<file path="src/rtl/fp_divider.sv">
// Multi-cycle floating-point divider: restoring radix-2 mantissa division,
// one quotient bit per cycle, followed by a single rounding cycle.
module fp_divider #(
   parameter int precision     = 32,
   parameter int exp_size      = 8,
   parameter int mantissa_size = 23,
   parameter int exp_bias      = (1 << (exp_size - 1)) - 1
) (
   input  logic                 clk,
   input  logic                 reset,
   input  logic                 start,
   input  logic [precision-1:0] fp_a,
   input  logic [precision-1:0] fp_b,
   input  logic [1:0]           rounding,
   output logic [precision-1:0] result,
   output logic                 inv_op,
   output logic                 div_by_zero,
   output logic                 busy,
   output logic                 done
);

   localparam int QW = mantissa_size + 3;
   localparam int RW = mantissa_size + 2;
   localparam int EW = exp_size + 2;
   localparam int CW = $clog2(QW);
   localparam logic signed [EW-1:0] EXP_MAX = EW'((1 << exp_size) - 1);

   typedef enum logic [1:0] {IDLE, CHECK, DIVIDE, ROUND} state_t;

   state_t                 state;
   logic [precision-1:0]   a_reg, b_reg;
   logic [1:0]             rm_reg;
   logic [RW-1:0]          rem, dvs;
   logic [QW-1:0]          q;
   logic signed [EW-1:0]   exp_q;
   logic                   sign_q;
   logic [CW-1:0]          cnt;

   logic                     sign_a, sign_b, sign_ab;
   logic [exp_size-1:0]      exp_a, exp_b;
   logic [mantissa_size-1:0] frac_a, frac_b;

   assign sign_a  = a_reg[precision-1];
   assign sign_b  = b_reg[precision-1];
   assign sign_ab = sign_a ^ sign_b;
   assign exp_a   = a_reg[precision-2 -: exp_size];
   assign exp_b   = b_reg[precision-2 -: exp_size];
   assign frac_a  = a_reg[mantissa_size-1:0];
   assign frac_b  = b_reg[mantissa_size-1:0];

   // Special-operand classification; exponent field 0 is treated as zero (flush).
   logic a_zero, b_zero, a_inf, b_inf, a_nan, b_nan, a_snan, b_snan;
   logic spec_hit, spec_inv, spec_dbz;
   logic [precision-1:0] spec_result, qnan_val, inf_val, zero_val;

   assign qnan_val = {1'b0, {exp_size{1'b1}}, 1'b1, {(mantissa_size-1){1'b0}}};
   assign inf_val  = {sign_ab, {exp_size{1'b1}}, {mantissa_size{1'b0}}};
   assign zero_val = {sign_ab, {(precision-1){1'b0}}};

   always_comb begin
      a_zero = (exp_a == '0);
      b_zero = (exp_b == '0);
      a_inf  = (exp_a == '1) && (frac_a == '0);
      b_inf  = (exp_b == '1) && (frac_b == '0);
      a_nan  = (exp_a == '1) && (frac_a != '0);
      b_nan  = (exp_b == '1) && (frac_b != '0);
      a_snan = a_nan && !frac_a[mantissa_size-1];
      b_snan = b_nan && !frac_b[mantissa_size-1];
      spec_hit    = 1'b1;
      spec_inv    = 1'b0;
      spec_dbz    = 1'b0;
      spec_result = zero_val;
      if (a_nan || b_nan) begin
         spec_result = qnan_val;
         spec_inv    = a_snan || b_snan;
      end else if ((a_inf && b_inf) || (a_zero && b_zero)) begin
         spec_result = qnan_val;
         spec_inv    = 1'b1;
      end else if (b_zero && !a_inf) begin
         spec_result = inf_val;
         spec_dbz    = 1'b1;
      end else if (a_inf) begin
         spec_result = inf_val;
      end else if (b_inf || a_zero) begin
         spec_result = zero_val;
      end else begin
         spec_hit = 1'b0;
      end
   end

   // One restoring step: keep the difference only when it did not go negative.
   logic [RW:0]   diff;
   logic          q_bit;
   logic [RW-1:0] next_rem;

   always_comb begin
      diff     = {1'b0, rem} - {1'b0, dvs};
      q_bit    = !diff[RW];
      next_rem = (q_bit ? diff[RW-1:0] : rem) << 1;
   end

   // Normalize, round and range-check the finished quotient.
   logic [QW-2:0]            norm_lo;
   logic signed [EW-1:0]     exp_n, exp_r;
   logic [mantissa_size-1:0] frac_k, frac_r;
   logic [mantissa_size:0]   frac_sum;
   logic                     guard, sticky, round_up;
   logic [precision-1:0]     round_result;

   always_comb begin
      norm_lo  = q[QW-1] ? q[QW-2:0] : {q[QW-3:0], 1'b0};
      exp_n    = q[QW-1] ? exp_q : exp_q - EW'(1);
      frac_k   = norm_lo[QW-2 -: mantissa_size];
      guard    = norm_lo[1];
      sticky   = norm_lo[0] | (|rem);
      case (rm_reg)
         2'b00:   round_up = sign_q & (guard | sticky);
         2'b01:   round_up = !sign_q & (guard | sticky);
         2'b10:   round_up = 1'b0;
         default: round_up = guard & (sticky | frac_k[0]);
      endcase
      frac_sum = {1'b0, frac_k} + {{mantissa_size{1'b0}}, round_up};
      exp_r    = exp_n + {{(EW-1){1'b0}}, frac_sum[mantissa_size]};
      frac_r   = frac_sum[mantissa_size-1:0];
      if (exp_r >= EXP_MAX)
         round_result = {sign_q, {exp_size{1'b1}}, {mantissa_size{1'b0}}};
      else if (exp_r[EW-1] || exp_r == '0)
         round_result = {sign_q, {(precision-1){1'b0}}};
      else
         round_result = {sign_q, exp_r[exp_size-1:0], frac_r};
   end

   // Control FSM; all status outputs are registered here.
   always_ff @(posedge clk or negedge reset) begin
      if (!reset) begin
         state       <= IDLE;
         a_reg       <= '0;
         b_reg       <= '0;
         rm_reg      <= '0;
         rem         <= '0;
         dvs         <= '0;
         q           <= '0;
         exp_q       <= '0;
         sign_q      <= 1'b0;
         cnt         <= '0;
         result      <= '0;
         inv_op      <= 1'b0;
         div_by_zero <= 1'b0;
         busy        <= 1'b0;
         done        <= 1'b0;
      end else begin
         case (state)
            IDLE: begin
               if (start) begin
                  a_reg       <= fp_a;
                  b_reg       <= fp_b;
                  rm_reg      <= rounding;
                  done        <= 1'b0;
                  inv_op      <= 1'b0;
                  div_by_zero <= 1'b0;
                  busy        <= 1'b1;
                  state       <= CHECK;
               end
            end
            CHECK: begin
               if (spec_hit) begin
                  result      <= spec_result;
                  inv_op      <= spec_inv;
                  div_by_zero <= spec_dbz;
                  done        <= 1'b1;
                  busy        <= 1'b0;
                  state       <= IDLE;
               end else begin
                  rem    <= {1'b0, 1'b1, frac_a};
                  dvs    <= {1'b0, 1'b1, frac_b};
                  q      <= '0;
                  cnt    <= '0;
                  exp_q  <= EW'(exp_a) - EW'(exp_b) + EW'(exp_bias);
                  sign_q <= sign_ab;
                  state  <= DIVIDE;
               end
            end
            DIVIDE: begin
               rem <= next_rem;
               q   <= {q[QW-2:0], q_bit};
               cnt <= cnt + CW'(1);
               if (cnt == CW'(QW - 1))
                  state <= ROUND;
            end
            ROUND: begin
               result <= round_result;
               done   <= 1'b1;
               busy   <= 1'b0;
               state  <= IDLE;
            end
            default: state <= IDLE;
         endcase
      end
   end

endmodule

</file>
<file path="config.mk">
export PLATFORM = sky130hd
export DESIGN_NAME = fp_divider
export DESIGN_NICKNAME = d
export VERILOG_FILES = /design/src/rtl/fp_divider.sv
export SDC_FILE = /design/constraint.sdc
export NUM_CORES = 1
export LEC_CHECK = 0
export BUFFER_PORTS_ARGS = -buffer_cell sky130_fd_sc_hd__buf_2
export CORE_UTILIZATION = 60
export DETAILED_ROUTE_END_ITERATION = 8
export PLACE_DENSITY_LB_ADDON = 0.15
export SLEW_MARGIN = 40
export SYNTH_ARGS = -nofsm -noshare
export SYNTH_HDL_FRONTEND = slang
export SYNTH_SLANG_ARGS = --single-unit
</file>
<file path="constraint.sdc">
create_clock -name clk -period 11.3 [get_ports clk]
set_input_delay 1.13 -clock clk [delete_from_list [all_inputs] [get_ports clk]]
set_output_delay 1.13 -clock clk [all_outputs]
set_load 0.02 [all_outputs]
</file>
==> results.toml <==
[run_status]
status = "finished, violations left"
violations = "design-rule violations"

[placed_design]
dp_cells = 1436
hpwl_microns = 16900
placed_area_sq_um = 11970
place_ws_ps = 5806
place.gp.congestion = 0.8943
io_buffers = 104

[clocking]
h-tree-depth = 4
postCtsHoldBufs = 0
clk_latency_ps = 430
clkSinkCount = 195
numCtsBuffers = 17
cts_buffer_depth = 2
post_cts_buffers = 0
cts_tree = "yes"
cts_root_buf = "clkbuf_16"
path_clk_slew_ps = 70
cts_resized = 0

[power]
leakagePower_nw = 5.715
vdd_drop_max_uv = 164.5
p_total_mw = 4.085
power-per-cell-area_nw_per_um2 = 324.5

[cells_and_area]
postLayoutCoreUtil_pct = 69.35
fin_area_sq_um = 12590
area_growth_pct = 11.79
seq_area_sq_um = 4881
fin_nets = 1337
n_fill_cell = 1410
layout-drive-gt1-share_pct = 21.55
stdcell_count = 1469
multi_input_area_sq_um = 5967

[routing]
highest_layer = "met4"
viasPerCell = 5.875
wl_met2_microns = 11460
post_drt_wl_per_cell_microns = 16.53
met3_length_microns = 983
drtPass1Iterations = 9
drtAntennaViolNets = 0
routed_wl_microns = 24290
first_iter_violations = 593
vias = 8631
wl_met1_microns = 11360
drc = 4

[worst_setup_path]
cp_max_fo = 23
critical_path_required_ps = 11620
cp-end-kind = "register"
critPathArrivalTime_ps = 5850
crit_chain = "a211oi_1 > nand4_1 > o31ai_1 > a211oi_1 > ha_1 > nand4_1 > a211oi_1 > nand4_1 > nor4_1 > nand2_1 > nor2_1 > ha_1 > ha_1 > nor3_1 > a21oi_1 > xor2_1 > or4_1 > a311oi_2 > and2b_4 > a22o_1"
critPathMaxStageDelay_ps = 550
crit_slowest_cell = "or4_1"
crit_type = "reg -> reg"
critPathLaunchType = "register"

[timing]
fin_ws_ps = 5773
report.final.slew_viol_count = 0
period_share_pct = 48.91
holdWs_ps = 459.9
worst_pin_slew_ps = 760.5
rsz0062_at_grt = "false"
max_slew_margin_pct = 49.30
setup_viol = 0
timing.fmax_mhz = 180.9
skew_ps = 9.516
hold_violations = 0
tns_ps = 0
period_needed_ps = 5527

[floorplanning]
die_h_microns = 139.0
ios = 105
num_rows = 49
die_w_microns = 139.0
die_area_sq_um = 19320
core_area_sq_um = 18150
initial_core_util_pct = 62.04

[yosys]
syn_nets = 1268
synthCells = 1157
synthFlopType = "dfrtp_1"
synthDistinctLibCells = 69
yosysWarnings = 0
synth_top_area_share_pct = 43.34
synth_common_cells = "195 x dfrtp_1, 138 x nand2_1, 104 x mux2_2"
ys_seq_elements = 195
synth_area_leaders = "dfrtp_1 43%, mux2_2 10%, nand2_1 4.6%"
yosysSeqAreaShare_pct = 43.34
synth-edff-count = 0
synthArstFlopShare_pct = 100.0
syn_area_sq_um = 11260
yosysMostFrequentCell = "dfrtp_1"
yosys.area.top_type = "dfrtp_1"
avgSynthCellArea_sq_um = 9.731

[global_route]
grt_pass1_vias = 8307
antenna_found_initial = 1
grt_pass1_wl_microns = 41010
grt_max_degree = 128
grt_overflow = 0
gr-usage-all-layers_pct = 26.17

[run]
cap_viol_max_count = 0

[hold_path]
hold_path_class = "reg -> reg"
logic make-up (layout without fill, tap and decap cells):
kind of cell / count (synthesis) / in the layout / synth area share (%)
AO/OA/AOI/OAI: 223 / 223 / 12.93
AND/OR/NAND/NOR: 369 / 369 / 15.63
adder cells (fa/ha/maj): 42 / 42 / 4.801
other: 0 / 1 / 0
flip-flops: 195 / 195 / 43.34
multiplexers: 138 / 138 / 13.43
buffers and inverters: 114 / 196 / 3.967
XOR/XNOR: 76 / 76 / 5.912
layer usage:
layer,GRT usage (%),up-vias
li1,-,4227
met1,36.88,4114
met2,41.79,253
met3,4.178,37
met4,7.836,0
met5,0,-
cells in the final DEF, fill, tap and decap left out, types with 8 or more instances in the layout:
master	count
nor2_1	70
a21o_1	15
nand3_1	56
mux2i_1	34
o31ai_1	8
o21ai_0	59
ha_1	40
dfrtp_1	194
nor4_1	18
clkbuf_16	18
mux2_2	104
a22o_1	23
nor2b_1	13
xnor2_1	43
nand4_1	15
inv_1	50
a21oi_1	53
a211oi_1	14
nor3_1	15
buf_2	103
nand2_1	138
xor2_1	33
critical path: cells and delay by family (launching register included):
kind	cells	cell delay [ps]
AOI/OAI and AO/OA	7	1650
xor gates and xnor gates	1	120
and+or+nand+nor	9	2350
adders and majority gates	3	740
DFF	1	540
layout make-up:
class	count	share of cell area [%]
clock buffer	17	3.380
tap	229	2.277
inverter	50	1.491
clock inverter	15	1.471
sequential	195	38.78
timing repair buffer	114	5.170
antenna	1	0.01988
multi-input combinational	848	47.41
final timing paths:
path                              end  slack [ps]  cells after the start     from
min                           dvs[23]         460                      2  dvs[23]
min in group asynchronous   result[7]         700                      1    reset
min reg2reg                   dvs[23]         460                      2  dvs[23]
max                        result[19]        5770                     20    q[25]
max reg2reg                result[19]        5770                     20    q[25]
max in group asynchronous        q[1]        9560                      2    reset
report_power, final:
| part | switching (mW) | total [mW] | internal, mW |
|---|---|---|---|
| registers | 0.315 | 1.32 | 1.01 |
| logic | 1.17 | 2.15 | 0.978 |
| clock network | 0.298 | 0.618 | 0.320 |
| total | 1.78 | 4.08 | 2.30 |
Note: power is estimated with default switching activity, not from simulation.
